`src/rtl/unibus_oc_master_pkg.sv`:
```
`default_nettype none
// ============================================================================
//  Module      : unibus_oc_master_pkg
//  Description : Shared types and default widths for the open-collector
//                backplane bus blocks (master, slave side, arbiter).
//  Revision    : 1.0 - initial release
// ============================================================================
package unibus_oc_master_pkg;

  // Default backplane widths, shared with the slave-side and arbiter blocks
  localparam int DEF_ADDR_W = 18;
  localparam int DEF_DATA_W = 16;

  // Bus-master cycle states
  typedef enum logic [2:0] {
    ST_IDLE    = 3'd0,
    ST_SETUP   = 3'd1,
    ST_MSYN    = 3'd2,
    ST_RELEASE = 3'd3,
    ST_DONE    = 3'd4,
    ST_ERR     = 3'd5
  } state_t;

endpackage
`default_nettype wire

```
`src/rtl/unibus_oc_master_sync2.sv`:
```
`default_nettype none
// ============================================================================
//  Module      : unibus_oc_master_sync2
//  Description : Two-flop synchronizer with a programmable reset value.
//                Used for SSYN here and for bus-grant inputs elsewhere.
//  Revision    : 1.0 - initial release
// ============================================================================
module unibus_oc_master_sync2 #(
  parameter int               WIDTH     = 1,
  parameter logic [WIDTH-1:0] RESET_VAL = '0
) (
  input  logic             clk,
  input  logic             rst,
  input  logic [WIDTH-1:0] i_d,
  output logic [WIDTH-1:0] o_q
);

  logic [WIDTH-1:0] r_meta;
  logic [WIDTH-1:0] r_sync;

  // Two-stage capture of the asynchronous input
  always_ff @(posedge clk or posedge rst) begin
    if (rst) begin
      r_meta <= RESET_VAL;
      r_sync <= RESET_VAL;
    end else begin
      r_meta <= i_d;
      r_sync <= r_meta;
    end
  end

  assign o_q = r_sync;

endmodule
`default_nettype wire

```
`src/rtl/unibus_oc_master.sv`:
```
`default_nettype none
// ============================================================================
//  Module      : unibus_oc_master
//  Description : Bus-master cycle engine for the open-collector, active-low
//                backplane. Runs one MSYN/SSYN interlocked DATI/DATO transfer
//                per request. Every bus output is a pull-low enable.
//  Revision    : 1.0 - initial release
// ============================================================================
module unibus_oc_master
  import unibus_oc_master_pkg::*;
#(
  parameter int ADDR_W  = DEF_ADDR_W,
  parameter int DATA_W  = DEF_DATA_W,
  parameter int DESKEW  = 2,
  parameter int TIMEOUT = 255
) (
  input  logic              clk,
  input  logic              reset,
  input  logic              req,
  input  logic              wr,
  input  logic [ADDR_W-1:0] addr,
  input  logic [DATA_W-1:0] wdata,
  output logic              busy,
  output logic              ack,
  output logic              err,
  output logic [DATA_W-1:0] rdata,
  output logic [ADDR_W-1:0] bus_a_pull,
  output logic [DATA_W-1:0] bus_d_pull,
  output logic              bus_c1_pull,
  output logic              bus_msyn_pull,
  input  logic [DATA_W-1:0] bus_d_n,
  input  logic              bus_ssyn_n
);

  // One counter serves both the deskew delay and the SSYN timeouts
  localparam int c_cnt_max = (TIMEOUT > DESKEW) ? TIMEOUT : DESKEW;
  localparam int c_cnt_w   = $clog2(c_cnt_max + 1);

  localparam logic [c_cnt_w-1:0] c_deskew_ld  = c_cnt_w'(DESKEW - 1);
  localparam logic [c_cnt_w-1:0] c_timeout_ld = c_cnt_w'(TIMEOUT - 1);
  localparam logic [c_cnt_w-1:0] c_cnt_one    = c_cnt_w'(1);

  state_t              r_state;
  state_t              w_next_state;
  logic [c_cnt_w-1:0]  r_cnt;
  logic [c_cnt_w-1:0]  w_next_cnt;
  logic                r_wr;
  logic [ADDR_W-1:0]   r_addr;
  logic [DATA_W-1:0]   r_wdata;
  logic [DATA_W-1:0]   r_rdata;
  logic                w_capture;
  logic                w_accept;
  logic                w_ssyn_n_sync;
  logic                w_ssyn_s;

  // SSYN comes from another clock domain; reset value is "negated" (line high)
  unibus_oc_master_sync2 #(
    .WIDTH     (1),
    .RESET_VAL (1'b1)
  ) u_ssyn_sync (
    .clk (clk),
    .rst (reset),
    .i_d (bus_ssyn_n),
    .o_q (w_ssyn_n_sync)
  );

  assign w_ssyn_s = ~w_ssyn_n_sync;
  assign w_accept = (r_state == ST_IDLE) && req;

  // State and counter register
  always_ff @(posedge clk or posedge reset) begin
    if (reset) begin
      r_state <= ST_IDLE;
      r_cnt   <= '0;
    end else begin
      r_state <= w_next_state;
      r_cnt   <= w_next_cnt;
    end
  end

  // Request capture and read-data holding register
  always_ff @(posedge clk or posedge reset) begin
    if (reset) begin
      r_wr    <= 1'b0;
      r_addr  <= '0;
      r_wdata <= '0;
      r_rdata <= '0;
    end else begin
      if (w_accept) begin
        r_wr    <= wr;
        r_addr  <= addr;
        r_wdata <= wdata;
      end
      // Data lines are inverted sense: low on the line is a logic 1
      if (w_capture) begin
        r_rdata <= ~bus_d_n;
      end
    end
  end

  // Next-state, counter and bus pull decode
  always_comb begin
    w_next_state  = r_state;
    w_next_cnt    = r_cnt;
    w_capture     = 1'b0;
    bus_a_pull    = '0;
    bus_d_pull    = '0;
    bus_c1_pull   = 1'b0;
    bus_msyn_pull = 1'b0;
    ack           = 1'b0;
    err           = 1'b0;

    case (r_state)
      ST_IDLE: begin
        if (req) begin
          w_next_state = ST_SETUP;
          w_next_cnt   = c_deskew_ld;
        end
      end

      ST_SETUP: begin
        bus_a_pull  = r_addr;
        bus_c1_pull = r_wr;
        bus_d_pull  = r_wr ? r_wdata : '0;
        if (r_cnt == '0) begin
          w_next_state = ST_MSYN;
          w_next_cnt   = c_timeout_ld;
        end else begin
          w_next_cnt   = r_cnt - c_cnt_one;
        end
      end

      ST_MSYN: begin
        bus_a_pull    = r_addr;
        bus_c1_pull   = r_wr;
        bus_d_pull    = r_wr ? r_wdata : '0;
        bus_msyn_pull = 1'b1;
        if (w_ssyn_s) begin
          w_capture    = ~r_wr;
          w_next_state = ST_RELEASE;
          w_next_cnt   = c_timeout_ld;
        end else if (r_cnt == '0) begin
          w_next_state = ST_ERR;
        end else begin
          w_next_cnt   = r_cnt - c_cnt_one;
        end
      end

      ST_RELEASE: begin
        // Address/data/C1 stay on the bus until the slave drops SSYN
        bus_a_pull  = r_addr;
        bus_c1_pull = r_wr;
        bus_d_pull  = r_wr ? r_wdata : '0;
        if (!w_ssyn_s) begin
          w_next_state = ST_DONE;
        end else if (r_cnt == '0) begin
          w_next_state = ST_ERR;
        end else begin
          w_next_cnt   = r_cnt - c_cnt_one;
        end
      end

      ST_DONE: begin
        ack          = 1'b1;
        w_next_state = ST_IDLE;
        w_next_cnt   = '0;
      end

      ST_ERR: begin
        ack          = 1'b1;
        err          = 1'b1;
        w_next_state = ST_IDLE;
        w_next_cnt   = '0;
      end

      default: begin
        w_next_state = ST_IDLE;
        w_next_cnt   = '0;
      end
    endcase
  end

  assign busy  = (r_state != ST_IDLE);
  assign rdata = r_rdata;

endmodule
`default_nettype wire
```
`config.mk`:
```
export PLATFORM = sky130hd
export DESIGN_NAME = unibus_oc_master
export DESIGN_NICKNAME = d
export VERILOG_FILES = /design/src/rtl/unibus_oc_master_pkg.sv /design/src/rtl/unibus_oc_master_sync2.sv /design/src/rtl/unibus_oc_master.sv
export SDC_FILE = /design/constraint.sdc
export NUM_CORES = 1
export LEC_CHECK = 0
export ABC_AREA = 1
export CAP_MARGIN = 20
export CORE_MARGIN = 8
export CORE_UTILIZATION = 48
export CTS_CLUSTER_SIZE = 25
export DETAILED_ROUTE_END_ITERATION = 8
export PLACE_DENSITY = 0.85
export SYNTH_ARGS = -nofsm -noshare
export SYNTH_HDL_FRONTEND = slang
export SYNTH_SLANG_ARGS = --single-unit
```
`constraint.sdc`:
```
create_clock -name clk -period 5.2 [get_ports clk]
set_input_delay 1.04 -clock clk [delete_from_list [all_inputs] [get_ports clk]]
set_output_delay 1.04 -clock clk [all_outputs]
set_load 0.05 [all_outputs]
```
* Word level (Yosys, flattened, before mapping) *
Cells that the tools add are included.

storage, ports and cells
  register bits = 64
  bits of input ports = 55
  output and inout bits = 55
  word-level logic and storage cells = 48

operators by class
  add/subtract/negate cells = 1
  equal/unequal tests = 8
  muxes and demuxes = 21
  bitwise gates (word level) = 2
  reduce and logical (&&, ||, !) cells = 8

operator list
  operator                                                            number
  8-bit two-way mux                                                   5
  16-bit two-way mux                                                  2
  8-bit case mux with 4 select lines                                  1
  18-bit two-way mux                                                  1
  16-bit inverter                                                     1
  3-bit two-way mux                                                   5
  3-bit case mux with 4 select lines                                  1
  8-bit logical NOT                                                   1
  8-bit by 1-bit subtractor with 8-bit output, second input constant  1
  3-bit by 2-bit == test with 1-bit output, second input constant     2
  3-bit == test, second input constant                                2
  1-bit two-way mux                                                   6
  2-bit != test, second input constant                                3
  2-bit AND reduction                                                 2
  3-bit by 1-bit == test with 1-bit output, second input constant     1
  3-bit logical NOT                                                   1
  3-bit nonzero test                                                  1
  3-bit OR reduction                                                  1
  2-bit OR reduction                                                  1
  1-bit logical AND                                                   1
  1-bit inverter                                                      1

* Longest topological paths before layout *
  depth in word-level cells = 4
  depth in mapped cells = 10
  gate-level depth less buffers = 10

* Hierarchy *
From an unflattened synthesis, not the netlist that was laid out.

second synthesis, totals
  cell total of the unflattened synthesis = 377
  area, all modules = 3072.9 µm²

by module, submodules not included
  module                  instances  cells an instance  area an instance (µm²)  seq. area each (µm²)
  unibus_oc_master        1          374                3016.6                  1551.5
  unibus_oc_master_sync2  1          3                  56.3                    52.6

* Worst setup path after synthesis *
OpenSTA, ideal clock, no wires.

  kind = reg2out
  start = register r_state[2]
  end = output port bus_d_pull[10]
  arrival = 2.107 ns
  data required time = 4.160 ns
  slack = 2.053 ns
  cell stages (with the launch flop) = 7
  buffers on the path = 1
  cell sequence = dfrtp_1 > nor2_1 > inv_2 > nor2_2 > inv_2 > buf_6 > nor2_1

between the ends
  cells in the longest elaborated chain, start to end = 3
  elaborated cells between the ends (all ways) = 5
  classes of those cells = eq/ne (3); mux (1); reduce/logical (1)

ends and longest elaborated chain
  element                                                                                               RTL line                 RTL
  from (decl)                                                                                           unibus_oc_master.sv:43   state_t r_state;
  from (signal assigned)                                                                                unibus_oc_master.sv:76   r_state <= w_next_state;
  3-bit by 2-bit == test with 1-bit output or 3-bit by 1-bit == test with 1-bit output (tied branches)  unibus_oc_master.sv:113  case (r_state)
  3-bit OR reduction (no source line) (*)                                                               n/a
  16-bit two-way mux (*)                                                                                n/a
  to (decl)                                                                                             unibus_oc_master.sv:28   output logic [DATA_W-1:0] bus_d_pull,

Mark *: on every way between the ends. The rest lies on a longest branch, timed or not.

* Worst setup path after layout *
  start = register r_state[0]
  end = output port bus_d_pull[6]

The elaborated chain is that of the path after synthesis.

==> run metrics <==
outcome=completed; worst-path fanout max=19; worst setup path class=flip-flop to output pin; MaxCap Viol Count=0; ys async rst share=100.0%; share of cells above drive strength 1=roughly 9%; Worst slew margin=approximately 48%; Worst-path clk slew=approximately 0.07 ns; measured slew at the worst slew-check pin=between 0.7 and 0.8 ns; CTS Buf Count=9; Layout Utilization=roughly 70%; grt total ovfl=0; Final min period=3.483 ns; Min-Delay Path Class=flip-flop to flip-flop; global routing usage on met3=5.538%; M2 GR Usage=between 20 and 30%; sequential share of power=between 20% and 30%; post-synthesis sequential area ratio=52.26%; Layout Cells excl Fill=roughly 570; LEAKAGE=a little over 0.002 uW; Final WS setup=roughly 1.7 ns; clk sinks=64; Psw=~1600 uW; Finish-stage setup viols=0; Placed Cells=around 550; routability cong.=roughly 0.88; Startpoint Class=flip-flop; RSZ-0062 raised after global routing=false; period utilization=~67%; M1 GR Usage=slightly below 20%; Syn Std Cell Area=between 0.003 and 0.004 mm^2; initial DRC count=75; io pins=110; nets=544; detailed placement HPWL=5694 um; std cell rows=29; Setup Fix Bufs, Post-CTS=0; core area=0.006277 mm^2; TritonRoute pass-1 iters=4; Hold Path Origin=u_ssyn_sync.r_meta; EDFF count, synth=0; routed vias/inst=~4.7; VDD IR max=about 0.40 mV; Die X=about 96 um; Total GRT Usage=~17%; Total Power=~3200 uW; clk_lat worst skew=about 0.32 ns; Final Skew=0.006037 ns; first-pass GRT wire length=between 10,000 and 15,000 um; Hold Fails Final Rpt=0; Net Sw Frac=between 50% and 60%; Required @ worst endpoint=between 4 and 5 ns; endpoint type of the worst setup path=output pin; Clock Tree Buf Depth=2; DRT Wirelength=between 7000 and 8000 um; internal power=1583 uW; CTS tree=done; n_diodes=0; Filler Cell Count=between 500 and 600; Setup Slack @ Placement=2.046 ns; initial antenna violation count=0; DR vias=between 2,000 and 3,000; Hold Buf Count CTS=0; Post-Synthesis Cells=between 300 and 400; area of the multi-input gates=~0.0012 mm^2; reg2reg start=r_cnt[0]; # H-tree levels=3; # resized after CTS=0; Hold Path Sink=u_ssyn_sync.o_q; YS warnings=0; Synth Flop Type=dfrtp_1; largest net degree at the start of global routing=65; Sequential Area=0.001604 mm^2; Synth Net Count=approximately 430; Area growth syn-to-layout=43.05%; setup slack, reg-to-reg=3.42 ns; Remaining DRCs=0; pwr dens=730.2 mW/mm^2; Port Buf Inserts=approximately 110; combinational share of power=between 60% and 70%; Hold Path Depth=0; CTS root buf=clkbuf_8; Wirelength per Cell=between 10 and 15 um; reg2reg end=r_cnt[0]; FF-to-FF path depth=8; CP arrival=approximately 2.4 ns; Sum Neg Setup Slack=0 ns; flops & latches, synth=between 60 and 70; grt peak-use layer=met2; clock power share=about 13%; Post-Syn Area per Cell=a little over 8 um^2; post-synth cell types=30; fmax=0.2871 GHz; initial core utilization=between 40% and 50%; chip height=between 90 and 100 um; Pins Over Slew Limit=0; number of routed nets with antenna violations=0; DIE AREA=between 0.009 and 0.01 mm^2; vias in the first global route=approximately 2,700
[metrics by stage]
stage | area [um^2] | hold slack (ns)
floorplan | 3069 | 0.3452
global placement | 4183 | 0.3468
detailed placement | 4203 | 0.3472
CTS | 4390 | 0.3567
global route | 4390 | 0.3621
finish | 4390 | 0.3571
[cells in the final DEF, fill, tap and decap left out, drive strengths merged]
cell	Yosys	routed
nand2	112	112
clkdlybuf4s50	0	109
dfrtp	62	62
o21ai	57	57
inv	54	54
nor2	54	54
clkbuf	3	12
nand3	6	6
xor2	3	3
ha	3	3
o22ai	3	3
dfstp	2	2
a21oi	2	2
buf	9	2
o21a	1	1
nand3b	1	1
o211ai	1	1
nor3	1	1
nor3b	1	1
xnor2	1	1
clkinv	0	1
clkinvlp	0	1
bufinv	0	1
[layout make-up]
class | instances | area share [%]
inverters | 54 | 4.617
repair buffers | 111 | 25.48
clock inverters | 3 | 0.9689
clock buffers | 12 | 3.306
well taps | 77 | 2.194
multi-input cells | 246 | 26.90
flip-flops and latches | 64 | 36.53
[sequential cells by signal, indices dropped and copies added, names as in the netlist]
| register | count |
|---|---|
| r_cnt | 8 |
| r_wr | 1 |
| u_ssyn_sync.o_q | 1 |
| u_ssyn_sync.r_meta | 1 |
| r_state | 3 |
| rdata | 16 |
| r_addr | 18 |
| r_wdata | 16 |
[cell families after synthesis]
| family | count (synthesis) | synth area share (%) |
|---|---|---|
| AO/OA/AOI/OAI | 64 | 12.64 |
| flip-flops | 64 | 52.26 |
| XOR/XNOR | 4 | 1.142 |
| adder cells (fa/ha/maj) | 3 | 1.223 |
| AND/OR/NAND/NOR | 175 | 23.48 |
| buffers and inverters | 66 | 9.254 |
[routing by layer]
metal  vias to the layer above  wire length, um  part of all wire, %
met5                         -                0                    0
met4                         0              105                  1.4
met3                         8              588                  7.7
met2                        83             3762                   49
met1                      1227             3184                   42
li1                       1372                -                    -
[power groups by stage]
stage | combinational, uW | clock, uW | sequential, uW
2_1_floorplan | 1160 | 0 | 1050
3_3_place_gp | 1910 | 0 | 834
3_5_place_dp | 1960 | 0 | 846
4_1_cts | 1980 | 420 | 838
5_1_grt | 2110 | 441 | 862
6_report | 1960 | 410 | 839
[worst max path at each step]
stage,endpoint,cells after the start,slack (ns),start
after floorplan,bus_d_pull[10],6,2.05,r_state[2]
after global routing,bus_d_pull[9],7,1.55,r_state[1]
after CTS,bus_d_pull[6],7,1.68,r_state[0]
final,bus_d_pull[6],7,1.72,r_state[0]
after detailed placement,bus_d_pull[6],7,2.05,r_state[0]
after global placement,bus_d_pull[4],7,2.14,r_state[0]
[worst max-delay path: stages (launching register included)]
cell and delay [ns]:
dfrtp_1 0.42, nor2_1 0.23, nor2_1 0.08, inv_2 0.28, nor2_2 0.08, inv_2 0.23, nor2_1 0.07, clkdlybuf4s50_1 0.71
[Yosys cell counts (2+ instances only)]
master	n	area [um^2]
clkbuf_2	3	15.01
inv_2	5	18.77
xor2_1	3	26.28
dfstp_2	2	52.55
nand3_1	6	30.03
buf_2	5	25.02
inv_1	49	183.9
dfrtp_1	62	1551
o22ai_1	2	12.51
nor2_1	48	180.2
buf_6	3	33.78
o21ai_2	11	96.34
o21ai_0	39	195.2
nor2_4	4	45.04
o21ai_1	7	35.03
ha_1	3	37.54
nor2_2	2	12.51
nand2_1	109	409.1
nand2_2	2	12.51
Power figures use the tool's default switching activity.
==> patch (same flow settings) <==
`DEF_DATA_W`: 16 -> 32.
--- a/src/rtl/unibus_oc_master_pkg.sv
+++ b/src/rtl/unibus_oc_master_pkg.sv
@@ -11,3 +11,3 @@
   localparam int DEF_ADDR_W = 18;
-  localparam int DEF_DATA_W = 16;
+  localparam int DEF_DATA_W = 32;
 
Ports: changed (resized bus_d_n, bus_d_pull, rdata and wdata); port bits go from 110 to 174. No check against the original RTL was run, so the function may have changed too.
==> patch against the unedited design <==
- sequential share of layout area grew 0.10 points
- final area grew 50%
- hold slack gained 4.6 ps
- register-to-register slack lost 200 ps
- sequential cell count grew 32
- maximum frequency shrank 7.0%
- global-route usage grew 1.2 points
- setup slack lost 260 ps
- final cell count grew 46%
- routed wire length grew 55%
- total power grew 47%
- synthesized area grew 53%
- die area grew 43%
==> patch: results (changes against the unedited design) <==
| Metric | Value |
|---|---|
| Root Driver | `clkbuf_8 (unchanged)` |
| First-pass GRT wire length | `19.3 mm (was 12.4 mm)` |
| Worst-skew pair later-pin latency | `360 ps (was 320 ps)` |
| Comb group | `2990 uW (was 1960 uW)` |
| Final nets | `780 (was 544)` |
| FF-to-FF End | `r_wdata[12] (was r_cnt[0])` |
| Fill count | `826 (was 505)` |
| Top sig layer | `met4 (unchanged)` |
| Post-route insts no fill | `828 (was 567)` |
| Met2 usage | `28.8% (was 28.5%)` |
| Met1 Use GR | `21.6% (was 19.7%)` |
| GPL Wtd Cong | `0.921 (was 0.879)` |
| Ranking of synthesized cells by area | `dfrtp_1, o21ai_2, nand2_1 (was dfrtp_1, nand2_1, o21ai_0)` |
| Worst slew pin tran | `811 ps (was 778 ps)` |
| Post-Syn Nets | `614 (was 434)` |
| Worst-path fanout max | `32 (was 19)` |
| Register area share after synthesis | `51.3% (was 52.3%)` |
| Reg2reg setup slack | `3220 ps (was 3420 ps)` |
| DRT iter0 DRCs | `332 (was 75)` |
| Psw | `2440 uW (was 1620 uW)` |
| Largest net degree at the start of global routing | `67 (was 65)` |
| Inst Count DP | `812 (was 552)` |
| Drt via density | `4.70 (was 4.74)` |
| Layout cells sized above 1 | `16.1% (was 9.18%)` |
| P_leak | `0.00304 uW (was 0.00205 uW)` |
| Post-DP Area | `6380 um^2 (was 4200 um^2)` |
| Clock share of power | `9.9% (was 12.8%)` |
| WL met3 | `1.22 mm (was 588 um)` |
| Met1 wire length | `4.93 mm (was 3.18 mm)` |
| Clock transition at path regs | `80 ps` |
| Post-Syn Area per Cell | `8.95 um^2 (was 8.16 um^2)` |
| GRT Total Usage | `18.3% (was 17.1%)` |
| Max VDD drop | `475 uV (was 396 uV)` |
| Status | `finished, final reports clean (unchanged)` |
| Number of global-route vias before repair | `3997 (was 2728)` |
| WHS Endpoint | `u_ssyn_sync.o_q (unchanged)` |
| Post-Synth Adder-Cell Area | `0.800% (was 1.22%)` |
| XOR/XNOR Fraction of Synth Area | `0.747% (was 1.14%)` |
| Final wirelength | `11.8 mm (was 7.64 mm)` |
| Crit path DAT | `2710 ps (was 2440 ps)` |
| Met2 WL | `5.45 mm (was 3.76 mm)` |
| Critical Path Sink | `bus_d_pull[12] (was bus_d_pull[6])` |
| Skew final | `7.74 ps (was 6.04 ps)` |
| Largest stage delay on the critical path | `730 ps (was 710 ps)` |
| Input/output buffers | `173 (was 109)` |
| Met3 usage | `7.41% (was 5.54%)` |
| DP Wirelength | `9.11 mm (was 5.69 mm)` |
| Synth cell count leaders | `nand2_1, dfrtp_1, inv_1 (unchanged)` |
| Compound-Gate Fraction of Synth Area | `15.7% (was 12.6%)` |
[patch: changes by cell type after synthesis, moves of 13 or more]
cell,before,now
dfrtp_1,62,94
inv_1,49,72
nand2_1,109,131
nor2_1,48,64
o21ai_0,39,5
o21ai_1,7,20
o21ai_2,11,63
[patch: per-stage QoR]
stage	total power (uW)	util [%]	setup WS [ps]	hold WS, ps
2_1_floorplan	3440	-	1660	345
3_3_place_gp	4210	66.2	1940	346
3_5_place_dp	4280	66.2	1800	349
4_1_cts	4760	68.1	1390	362
5_1_grt	5030	68.1	1240	369
6_report	4720	68.1	1450	362
[patch: critical path, delay by kind of cell (launching register included)]
family | cells | cell delay, ps
buffers and inverters | 3 | 1440
flip-flops | 1 | 450
AND/OR/NAND/NOR | 4 | 440
[patch: area by class of cell]
type                    count  area (um^2)  share of cell area, %
clock inverters             4         45.0                  0.686
flip-flops and latches     96         2400                   36.6
multi-input cells         330         1760                   26.9
clock buffers              12          135                   2.06
inverters                  77          294                   4.48
repair buffers            176         1750                   26.7
well taps                 133          166                   2.54
